===== src/rtl/facto_host_master_if.sv =====
// Command, core bus and response signals between a host controller, facto_host_master and the factorial core.
interface facto_host_master_if;
  logic        cmd_valid;
  logic        cmd_ready;
  logic [63:0] cmd_operand;
  logic        m_sel;
  logic        m_wr;
  logic [15:0] m_addr;
  logic [63:0] m_dout;
  logic [63:0] m_din;
  logic        interrupt;
  logic        rsp_valid;
  logic        rsp_ready;
  logic [63:0] rsp_result_h;
  logic [63:0] rsp_result_l;
  logic        rsp_error;

  // View of the bus initiator
  modport master (
    input  cmd_valid, cmd_operand, m_din, interrupt, rsp_ready,
    output cmd_ready, m_sel, m_wr, m_addr, m_dout,
           rsp_valid, rsp_result_h, rsp_result_l, rsp_error
  );

  // View of the surrounding host and core
  modport slave (
    output cmd_valid, cmd_operand, m_din, interrupt, rsp_ready,
    input  cmd_ready, m_sel, m_wr, m_addr, m_dout,
           rsp_valid, rsp_result_h, rsp_result_l, rsp_error
  );
endinterface


===== src/rtl/facto_host_master.sv =====
// Bus initiator: programs the factorial core for one operand, waits for completion, returns the 128-bit result.
module facto_host_master #(
  parameter logic [15:0] BASE_ADDR = 16'h0000,
  parameter bit          USE_INTR  = 1'b1,
  parameter int unsigned POLL_GAP  = 4,
  parameter int unsigned TIMEOUT   = 4096
) (
  input logic           clk,
  input logic           reset_n,
  facto_host_master_if.master bus
);

  localparam int unsigned DATA_W = 64;
  localparam int unsigned ADDR_W = 16;
  localparam int unsigned CNT_W  = $clog2(TIMEOUT) + 1;
  localparam int unsigned GAP_W  = $clog2(POLL_GAP + 1) + 1;

  localparam logic [ADDR_W-1:0] OFF_START = 16'h0000;
  localparam logic [ADDR_W-1:0] OFF_CLEAR = 16'h0008;
  localparam logic [ADDR_W-1:0] OFF_DONE  = 16'h0010;
  localparam logic [ADDR_W-1:0] OFF_INTEN = 16'h0018;
  localparam logic [ADDR_W-1:0] OFF_OPND  = 16'h0020;
  localparam logic [ADDR_W-1:0] OFF_RESH  = 16'h0028;
  localparam logic [ADDR_W-1:0] OFF_RESL  = 16'h0030;

  typedef enum logic [3:0] {
    IDLE, CLR1, CLR0, INTEN, OPND, START, WAIT, RDH, RDL, ERR, RSP, FIN1, FIN0
  } state_t;

  state_t              state;
  logic [DATA_W-1:0]   operand;
  logic [CNT_W-1:0]    wait_cnt;
  logic [GAP_W-1:0]    gap_cnt;
  logic                cmd_ready_q;
  logic                m_sel_q;
  logic                m_wr_q;
  logic [ADDR_W-1:0]   m_addr_q;
  logic [DATA_W-1:0]   m_dout_q;
  logic                rsp_valid_q;
  logic [DATA_W-1:0]   rsp_h_q;
  logic [DATA_W-1:0]   rsp_l_q;
  logic                rsp_error_q;
  logic                done_c;
  logic                timeout_c;

  // Completion: interrupt level, or the OP_DONE read currently on the bus returning bit 0 set
  assign done_c    = USE_INTR ? bus.interrupt : (m_sel_q & ~m_wr_q & bus.m_din[0]);
  assign timeout_c = (wait_cnt == CNT_W'(TIMEOUT - 1));

  assign bus.cmd_ready    = cmd_ready_q;
  assign bus.m_sel        = m_sel_q;
  assign bus.m_wr         = m_wr_q;
  assign bus.m_addr       = m_addr_q;
  assign bus.m_dout       = m_dout_q;
  assign bus.rsp_valid    = rsp_valid_q;
  assign bus.rsp_result_h = rsp_h_q;
  assign bus.rsp_result_l = rsp_l_q;
  assign bus.rsp_error    = rsp_error_q;

  // Sequencer; each transition sets up the bus transfer performed in the state being entered
  always_ff @(posedge clk or negedge reset_n) begin
    if (!reset_n) begin
      state       <= IDLE;
      operand     <= '0;
      wait_cnt    <= '0;
      gap_cnt     <= '0;
      cmd_ready_q <= 1'b1;
      m_sel_q     <= 1'b0;
      m_wr_q      <= 1'b0;
      m_addr_q    <= '0;
      m_dout_q    <= '0;
      rsp_valid_q <= 1'b0;
      rsp_h_q     <= '0;
      rsp_l_q     <= '0;
      rsp_error_q <= 1'b0;
    end else begin
      m_sel_q <= 1'b0;
      m_wr_q  <= 1'b0;
      case (state)
        IDLE: begin
          if (bus.cmd_valid && cmd_ready_q) begin
            operand     <= bus.cmd_operand;
            cmd_ready_q <= 1'b0;
            state       <= CLR1;
            m_sel_q <= 1'b1; m_wr_q <= 1'b1;
            m_addr_q <= BASE_ADDR | OFF_CLEAR; m_dout_q <= DATA_W'(1);
          end
        end
        CLR1: begin
          state   <= CLR0;
          m_sel_q <= 1'b1; m_wr_q <= 1'b1;
          m_addr_q <= BASE_ADDR | OFF_CLEAR; m_dout_q <= '0;
        end
        CLR0: begin
          state   <= INTEN;
          m_sel_q <= 1'b1; m_wr_q <= 1'b1;
          m_addr_q <= BASE_ADDR | OFF_INTEN; m_dout_q <= DATA_W'(USE_INTR);
        end
        INTEN: begin
          state   <= OPND;
          m_sel_q <= 1'b1; m_wr_q <= 1'b1;
          m_addr_q <= BASE_ADDR | OFF_OPND; m_dout_q <= operand;
        end
        OPND: begin
          state   <= START;
          m_sel_q <= 1'b1; m_wr_q <= 1'b1;
          m_addr_q <= BASE_ADDR | OFF_START; m_dout_q <= DATA_W'(1);
        end
        START: begin
          state    <= WAIT;
          wait_cnt <= '0;
          gap_cnt  <= '0;
          if (!USE_INTR) begin
            m_sel_q  <= 1'b1;
            m_addr_q <= BASE_ADDR | OFF_DONE;
          end
        end
        WAIT: begin
          wait_cnt <= wait_cnt + CNT_W'(1);
          if (done_c) begin
            state    <= RDH;
            m_sel_q  <= 1'b1;
            m_addr_q <= BASE_ADDR | OFF_RESH;
          end else if (timeout_c) begin
            state <= ERR;
          end else if (!USE_INTR) begin
            if (gap_cnt == GAP_W'(POLL_GAP)) begin
              gap_cnt  <= '0;
              m_sel_q  <= 1'b1;
              m_addr_q <= BASE_ADDR | OFF_DONE;
            end else begin
              gap_cnt <= gap_cnt + GAP_W'(1);
            end
          end
        end
        RDH: begin
          rsp_h_q  <= bus.m_din;
          state    <= RDL;
          m_sel_q  <= 1'b1;
          m_addr_q <= BASE_ADDR | OFF_RESL;
        end
        RDL: begin
          rsp_l_q     <= bus.m_din;
          rsp_valid_q <= 1'b1;
          state       <= RSP;
        end
        ERR: begin
          rsp_h_q     <= '0;
          rsp_l_q     <= '0;
          rsp_error_q <= 1'b1;
          rsp_valid_q <= 1'b1;
          state       <= RSP;
        end
        RSP: begin
          if (bus.rsp_ready) begin
            rsp_valid_q <= 1'b0;
            rsp_error_q <= 1'b0;
            state       <= FIN1;
            m_sel_q <= 1'b1; m_wr_q <= 1'b1;
            m_addr_q <= BASE_ADDR | OFF_CLEAR; m_dout_q <= DATA_W'(1);
          end
        end
        FIN1: begin
          state   <= FIN0;
          m_sel_q <= 1'b1; m_wr_q <= 1'b1;
          m_addr_q <= BASE_ADDR | OFF_CLEAR; m_dout_q <= '0;
        end
        FIN0: begin
          state       <= IDLE;
          cmd_ready_q <= 1'b1;
        end
        default: state <= IDLE;
      endcase
    end
  end

endmodule

===== src/flat_wrapper.sv =====
// flat-port wrapper written by rule: the top's interface ports become plain ports
module facto_host_master_flat 
#(
  parameter logic [15:0] BASE_ADDR = 16'h0000,
  parameter bit          USE_INTR  = 1'b1,
  parameter int unsigned POLL_GAP  = 4,
  parameter int unsigned TIMEOUT   = 4096
)
  (clk, reset_n, bus_cmd_valid, bus_cmd_operand, bus_m_din, bus_interrupt, bus_rsp_ready, bus_cmd_ready, bus_m_sel, bus_m_wr, bus_m_addr, bus_m_dout, bus_rsp_valid, bus_rsp_result_h, bus_rsp_result_l, bus_rsp_error);
  facto_host_master_if bus_i ();
  input logic clk;
  input logic reset_n;
  input wire logic [$bits(bus_i.cmd_valid)-1:0] bus_cmd_valid;
  input wire logic [$bits(bus_i.cmd_operand)-1:0] bus_cmd_operand;
  input wire logic [$bits(bus_i.m_din)-1:0] bus_m_din;
  input wire logic [$bits(bus_i.interrupt)-1:0] bus_interrupt;
  input wire logic [$bits(bus_i.rsp_ready)-1:0] bus_rsp_ready;
  output wire logic [$bits(bus_i.cmd_ready)-1:0] bus_cmd_ready;
  output wire logic [$bits(bus_i.m_sel)-1:0] bus_m_sel;
  output wire logic [$bits(bus_i.m_wr)-1:0] bus_m_wr;
  output wire logic [$bits(bus_i.m_addr)-1:0] bus_m_addr;
  output wire logic [$bits(bus_i.m_dout)-1:0] bus_m_dout;
  output wire logic [$bits(bus_i.rsp_valid)-1:0] bus_rsp_valid;
  output wire logic [$bits(bus_i.rsp_result_h)-1:0] bus_rsp_result_h;
  output wire logic [$bits(bus_i.rsp_result_l)-1:0] bus_rsp_result_l;
  output wire logic [$bits(bus_i.rsp_error)-1:0] bus_rsp_error;
  assign bus_i.cmd_valid = bus_cmd_valid;
  assign bus_i.cmd_operand = bus_cmd_operand;
  assign bus_i.m_din = bus_m_din;
  assign bus_i.interrupt = bus_interrupt;
  assign bus_i.rsp_ready = bus_rsp_ready;
  assign bus_cmd_ready = bus_i.cmd_ready;
  assign bus_m_sel = bus_i.m_sel;
  assign bus_m_wr = bus_i.m_wr;
  assign bus_m_addr = bus_i.m_addr;
  assign bus_m_dout = bus_i.m_dout;
  assign bus_rsp_valid = bus_i.rsp_valid;
  assign bus_rsp_result_h = bus_i.rsp_result_h;
  assign bus_rsp_result_l = bus_i.rsp_result_l;
  assign bus_rsp_error = bus_i.rsp_error;
  facto_host_master #(.BASE_ADDR(BASE_ADDR), .USE_INTR(USE_INTR), .POLL_GAP(POLL_GAP), .TIMEOUT(TIMEOUT)) u_core (.clk(clk), .reset_n(reset_n), .bus(bus_i));
endmodule

===== config.mk =====
export PLATFORM = sky130hd
export DESIGN_NAME = facto_host_master_flat
export DESIGN_NICKNAME = d
export VERILOG_FILES = /design/src/rtl/facto_host_master_if.sv /design/src/rtl/facto_host_master.sv /design/src/flat_wrapper.sv
export SDC_FILE = /design/constraint.sdc
export NUM_CORES = 1
export LEC_CHECK = 0
export BUFFER_PORTS_ARGS = -buffer_cell sky130_fd_sc_hd__buf_2
export CORE_ASPECT_RATIO = 0.8
export CORE_MARGIN = 5
export CORE_UTILIZATION = 46
export CTS_CLUSTER_DIAMETER = 30
export DETAILED_ROUTE_END_ITERATION = 8
export HOLD_SLACK_MARGIN = 0.05
export PLACE_DENSITY_LB_ADDON = 0.15
export SYNTH_ARGS = -nofsm -noshare
export SYNTH_HDL_FRONTEND = slang
export SYNTH_SLANG_ARGS = --single-unit

===== constraint.sdc =====
create_clock -name clk -period 1.62 [get_ports clk]
set_input_delay 0.081 -clock clk [delete_from_list [all_inputs] [get_ports clk]]
set_output_delay 0.081 -clock clk [all_outputs]
set_load 0.02 [all_outputs]

==> flow_summary.html <==
<table>
<tr><th>Metric</th><th>Value</th></tr>
<tr><th colspan="2">Final layout</th></tr>
<tr><td>Fillers</td><td>1633</td></tr>
<tr><td>Area added between synthesis and finish</td><td>53.74%</td></tr>
<tr><td>Seq. cell area</td><td>7038 µm²</td></tr>
<tr><td>Proportion of layout cells with a drive suffix above 1</td><td>41.14%</td></tr>
<tr><td>Multi-input logic area</td><td>3458 µm²</td></tr>
<tr><td>Nets</td><td>approximately 1500</td></tr>
<tr><td>Inserted Diodes</td><td>0</td></tr>
<tr><th colspan="2">Floorplan</th></tr>
<tr><td>Initial Utilization</td><td>between 40% and 50%</td></tr>
<tr><td>Number of top-level pins</td><td>approximately 350</td></tr>
<tr><td>Die boundary width</td><td>181.1 µm</td></tr>
<tr><td>Total Die Area</td><td>26590 µm²</td></tr>
<tr><td>Core area</td><td>about 23000 µm²</td></tr>
<tr><td>Height of the die</td><td>146.9 µm</td></tr>
<tr><td>Total number of placement rows</td><td>50</td></tr>
<tr><th colspan="2">Clock network</th></tr>
<tr><td>Clock transition at the registers of the reported paths</td><td>~0.050 ns</td></tr>
<tr><td>H-tree lvl count</td><td>2</td></tr>
<tr><td>CTS Buffer Depth</td><td>3</td></tr>
<tr><td>TritonCTS clock tree</td><td>yes</td></tr>
<tr><td>Number of buffers added by the clock tree synthesis step</td><td>47</td></tr>
<tr><td>Skew-Pair Late Insertion Delay</td><td>approximately 0.52 ns</td></tr>
<tr><td>Clock sink count</td><td>between 200 and 300</td></tr>
<tr><td>Cell chosen for the clock root</td><td>sky130_fd_sc_hd__clkbuf_16</td></tr>
<tr><th colspan="2">Power and ir drop</th></tr>
<tr><td>Combinational share of power</td><td>around 37%</td></tr>
<tr><td>Internal power of the cells</td><td>between 20 and 25 mW</td></tr>
<tr><td>Max VDD drop</td><td>between 1000 and 1500 µV</td></tr>
<tr><td>Power density of the placed cells</td><td>2044 nW/µm²</td></tr>
<tr><td>Sw Ratio</td><td>35.96%</td></tr>
<tr><td>Leakage</td><td>between 8 and 9 nW</td></tr>
<tr><td>Switching power of the nets</td><td>12.17 mW</td></tr>
<tr><td>Sequential power share</td><td>33.9%</td></tr>
<tr><td>Clock network fraction of design power</td><td>roughly 29%</td></tr>
<tr><th colspan="2">Placed design</th></tr>
<tr><td>Placement Setup Slack</td><td>-0.08905 ns</td></tr>
<tr><td>Final GP Congestion</td><td>approximately 0.84</td></tr>
<tr><td>Post-DP HPWL</td><td>20030 µm</td></tr>
<tr><td>Port Buffers</td><td>332</td></tr>
<tr><th colspan="2">GRT</th></tr>
<tr><td>Largest net degree at the start of global routing</td><td>between 60 and 70</td></tr>
<tr><td>Initial antenna violation count</td><td>0</td></tr>
<tr><td>Number of global-route vias before repair</td><td>a little over 9000</td></tr>
<tr><td>Global-route wire length before repair</td><td>just over 50000 µm</td></tr>
<tr><td>Total global-route track usage</td><td>approximately a quarter</td></tr>
<tr><td>Total congestion overflow</td><td>0</td></tr>
<tr><th colspan="2">Route</th></tr>
<tr><td>DRC</td><td>0</td></tr>
<tr><td>Routed wire length</td><td>33780 µm</td></tr>
<tr><td>Length of the first detailed-routing pass in iterations</td><td>5</td></tr>
<tr><td>Via/cell ratio</td><td>a little over 5</td></tr>
<tr><td>Iter 0 DRT Violations</td><td>between 500 and 600</td></tr>
<tr><td>Antenna-violating nets left</td><td>0</td></tr>
<tr><td>Via count</td><td>between 9000 and 10000</td></tr>
<tr><td>Routed length per instance</td><td>between 15 and 20 µm</td></tr>
<tr><th colspan="2">Setup path</th></tr>
<tr><td>Type of the setup path with the least slack</td><td>reg2reg</td></tr>
<tr><td>FF-to-FF Start</td><td>u_core.state[1]$_DFFE_PN0P_</td></tr>
<tr><td>Last element of the critical path</td><td>u_core.bus.m_dout[43]$_DFFE_PN0P_</td></tr>
<tr><td>Required time of the critical path</td><td>2.03 ns</td></tr>
<tr><td>Minimum setup slack among reg-to-reg paths</td><td>-0.05 ns</td></tr>
<tr><td>Worst Path Max Fanout</td><td>19</td></tr>
<tr><td>Startpoint type of the worst setup path</td><td>flip-flop</td></tr>
<tr><td>First element of the critical path</td><td>u_core.state[1]$_DFFE_PN0P_</td></tr>
<tr><td>Critical Path End Type</td><td>flip-flop</td></tr>
<tr><td>Data arrival time at the worst-slack endpoint</td><td>around 2.1 ns</td></tr>
<tr><td>Endpoint of the worst register-to-register path</td><td>u_core.bus.m_dout[43]$_DFFE_PN0P_</td></tr>
<tr><td>Depth of the worst register-to-register path</td><td>5</td></tr>
<tr><th colspan="2">Status</th></tr>
<tr><td>Violated checks</td><td>setup timing</td></tr>
<tr><td>Status</td><td>complete, but fails checks</td></tr>
<tr><th colspan="2">Timing</th></tr>
<tr><td>Fmax achieved</td><td>597.4 MHz</td></tr>
<tr><td>Final sum of negative setup slack</td><td>-3.230 ns</td></tr>
<tr><td>Worst setup margin</td><td>-0.05388 ns</td></tr>
<tr><td>Count of pins over their slew limit</td><td>0</td></tr>
<tr><td>Final Hold Violating Endpoints</td><td>0</td></tr>
<tr><td>Post-route worst hold slack</td><td>0.3170 ns</td></tr>
<tr><td>Share of the clock period used by the worst path after layout</td><td>103.3%</td></tr>
<tr><td>Setup violators final</td><td>approximately 130</td></tr>
<tr><td>Time the worst path needs with I/O delays and setup</td><td>approximately 1.7 ns</td></tr>
<tr><td>Setup Skew</td><td>between 0.01 and 0.015 ns</td></tr>
<tr><td>Unrepaired setup endpoints after global routing</td><td>true</td></tr>
<tr><th colspan="2">Logic synthesis</th></tr>
<tr><td>Portion of the post-synthesis area used by sequential elements</td><td>65.31%</td></tr>
<tr><td>Number of distinct library cells after synthesis</td><td>52</td></tr>
<tr><td>Yosys warns</td><td>0</td></tr>
<tr><td>Main synth FF type</td><td>sky130_fd_sc_hd__dfrtp_1</td></tr>
<tr><td>Post-synth ARST share</td><td>100.0%</td></tr>
<tr><td>Post-synthesis average cell area</td><td>about 13 µm²</td></tr>
<tr><td>Cells after synthesis</td><td>between 800 and 900</td></tr>
<tr><td>Number of synthesized flops with an enable pin</td><td>0</td></tr>
<tr><td>Synthesized area</td><td>between 10000 and 15000 µm²</td></tr>
<tr><td>#FFs+latches synth</td><td>~280</td></tr>
<tr><th colspan="2">Worst hold path</th></tr>
<tr><td>Startpoint of the lowest-slack hold path</td><td>bus_m_din[19]</td></tr>
<tr><td>Path class of the lowest-slack min-delay path</td><td>in2reg</td></tr>
<tr><th colspan="2">Job</th></tr>
<tr><td>Number of maximum-capacitance violations</td><td>0</td></tr>
</table>
## power groups by stage
stage | combinational, mW | sequential (mW) | clock (mW)
floorplan | 4.63 | 13.6 | 0
global placement | 10.9 | 11.4 | 0
detailed placement | 11.1 | 11.5 | 0
CTS | 11.5 | 11.4 | 9.94
global route | 13.5 | 11.8 | 10.3
finish | 12.6 | 11.5 | 9.77
## worst max-delay path, cell delays in order, from the launching register on
cell	delay, ns
sky130_fd_sc_hd__dfrtp_2	0.44
sky130_fd_sc_hd__o21a_1	0.21
sky130_fd_sc_hd__a211o_1	0.28
sky130_fd_sc_hd__and2_4	0.22
sky130_fd_sc_hd__buf_12	0.18
sky130_fd_sc_hd__a22o_1	0.22
## cells by family (layout without fill, tap and decap cells)
group,Yosys count,after routing,share of synthesized area (%)
DFF,281,281,65.31
AOI/OAI and AO/OA,234,234,15.96
and+or+nand+nor,192,192,7.773
buffers and inverters,81,634,3.846
muxes,66,66,6.878
adders and majority gates,1,1,0.1162
other,1,13,0.03482
xor gates and xnor gates,1,1,0.08134
## per-layer routing
| metal | routed length (µm) | part of all wire [%] | global-route usage (%) |
|---|---|---|---|
| met5 | 0 | 0 | 0 |
| met4 | 921 | 2.7 | 7.539 |
| met3 | 2314 | 6.9 | 5.347 |
| met2 | 16320 | 48 | 37.37 |
| met1 | 14230 | 42 | 32.44 |
## area by class of cell
cell class	instances	area share, %
multi-input combinational	507	20.89
inverter	6	0.1360
clock buffer	57	7.950
sequential	281	42.51
timing repair buffer	543	24.46
tap	312	2.358
clock inverter	28	1.693
## per-stage QoR
step                      power (mW)  std cells  area, µm²  utilization [%]
after floorplan                18.26        869      10840                -
after global placement         22.30       1487      13070            56.33
after detailed placement       22.54       1487      13070            56.33
after CTS                      32.86       1712      16120            69.46
after global routing           35.52       1734      16560            71.33
final                          33.84       1734      16560            71.33
## cell usage after synthesis (2+ instances only)
master	count	area, µm²
sky130_fd_sc_hd__dfrtp_1	280	7007
sky130_fd_sc_hd__nand2_1	145	544.3
sky130_fd_sc_hd__a22o_1	129	1130
sky130_fd_sc_hd__a21oi_1	72	360.4
sky130_fd_sc_hd__mux2_2	64	720.7
sky130_fd_sc_hd__clkbuf_1	33	123.9
sky130_fd_sc_hd__buf_2	25	125.1
sky130_fd_sc_hd__buf_4	13	97.59
sky130_fd_sc_hd__nor2_1	11	41.29
sky130_fd_sc_hd__o21ai_0	11	55.05
sky130_fd_sc_hd__inv_1	6	22.52
sky130_fd_sc_hd__nand3_1	6	30.03
sky130_fd_sc_hd__buf_6	4	45.04
sky130_fd_sc_hd__nand2b_1	4	25.02
sky130_fd_sc_hd__and2_1	3	18.77
sky130_fd_sc_hd__nand4_1	3	18.77
sky130_fd_sc_hd__nor2b_1	3	18.77
sky130_fd_sc_hd__o211ai_1	3	22.52
sky130_fd_sc_hd__o31ai_1	3	22.52
sky130_fd_sc_hd__a21boi_0	2	15.01
sky130_fd_sc_hd__a21o_1	2	15.01
sky130_fd_sc_hd__mux2i_1	2	20.02
sky130_fd_sc_hd__nand4b_1	2	17.52
sky130_fd_sc_hd__nor3_2	2	20.02
sky130_fd_sc_hd__or2_2	2	12.51
## what timing repair did
action,in CTS,in global routing
resized for setup,12,33
gates cloned,2,14
endpoints found under the setup margin,194,287
endpoints found under the hold margin,478,17
hold buffers,133,1
pin swaps,22,54
setup buffers,5,10
## sequential cells by signal, indices dropped and copies added, names as in the netlist
| signal | count |
|---|---|
| u_core.bus.rsp_valid | 1 |
| u_core.bus.cmd_ready | 1 |
| u_core.bus.rsp_error | 1 |
| u_core.state | 4 |
| u_core.bus.m_sel | 1 |
| u_core.wait_cnt | 13 |
| u_core.bus.m_dout | 64 |
| u_core.operand | 64 |
| u_core.bus.rsp_result_h | 64 |
| u_core.bus.m_wr | 1 |
| u_core.bus.rsp_result_l | 64 |
| u_core.bus.m_addr | 3 |
## layout by cell type (no fill, tap or decap), types with 2 or more instances in the layout
cell type,instances
sky130_fd_sc_hd__a21o_1,2
sky130_fd_sc_hd__a21oi_1,70
sky130_fd_sc_hd__a21oi_2,2
sky130_fd_sc_hd__a22o_1,129
sky130_fd_sc_hd__and2_1,2
sky130_fd_sc_hd__buf_12,17
sky130_fd_sc_hd__buf_2,331
sky130_fd_sc_hd__buf_4,36
sky130_fd_sc_hd__buf_6,11
sky130_fd_sc_hd__buf_8,5
sky130_fd_sc_hd__bufinv_16,3
sky130_fd_sc_hd__clkbuf_1,2
sky130_fd_sc_hd__clkbuf_16,58
sky130_fd_sc_hd__clkbuf_8,6
sky130_fd_sc_hd__clkinv_2,6
sky130_fd_sc_hd__clkinv_4,5
sky130_fd_sc_hd__clkinvlp_4,9
sky130_fd_sc_hd__conb_1,13
sky130_fd_sc_hd__dfrtp_1,276
sky130_fd_sc_hd__dfrtp_2,4
sky130_fd_sc_hd__dlygate4sd3_1,133
sky130_fd_sc_hd__inv_1,5
sky130_fd_sc_hd__inv_6,3
sky130_fd_sc_hd__inv_8,2
sky130_fd_sc_hd__mux2_2,64
sky130_fd_sc_hd__mux2i_1,2
sky130_fd_sc_hd__nand2_1,143
sky130_fd_sc_hd__nand2b_1,3
sky130_fd_sc_hd__nand3_1,4
sky130_fd_sc_hd__nand3_2,2
sky130_fd_sc_hd__nand4_1,3
sky130_fd_sc_hd__nand4b_1,2
sky130_fd_sc_hd__nor2_1,8
sky130_fd_sc_hd__nor2_4,3
sky130_fd_sc_hd__nor3_4,2
sky130_fd_sc_hd__o211ai_1,3
sky130_fd_sc_hd__o21ai_0,10
sky130_fd_sc_hd__o31ai_1,3
## worst min-delay path by stage
| stage | endpoint | slack [ns] | cells after the start |
|---|---|---|---|
| after floorplan | u_core.bus.m_addr[3]$_DFFE_PN0P_ | -0.21 | 0 |
| after global placement | u_core.bus.m_dout[46]$_DFFE_PN0P_ | -0.04 | 1 |
| after detailed placement | u_core.bus.m_dout[46]$_DFFE_PN0P_ | -0.04 | 1 |
| after CTS | u_core.bus.rsp_result_h[51]$_DFFE_PN0P_ | 0.21 | 3 |
| after global routing | u_core.bus.rsp_result_l[57]$_DFFE_PN0P_ | 0.33 | 3 |
| final | u_core.bus.rsp_result_l[19]$_DFFE_PN0P_ | 0.32 | 3 |
No activity file was read; power rests on OpenSTA's default activity.
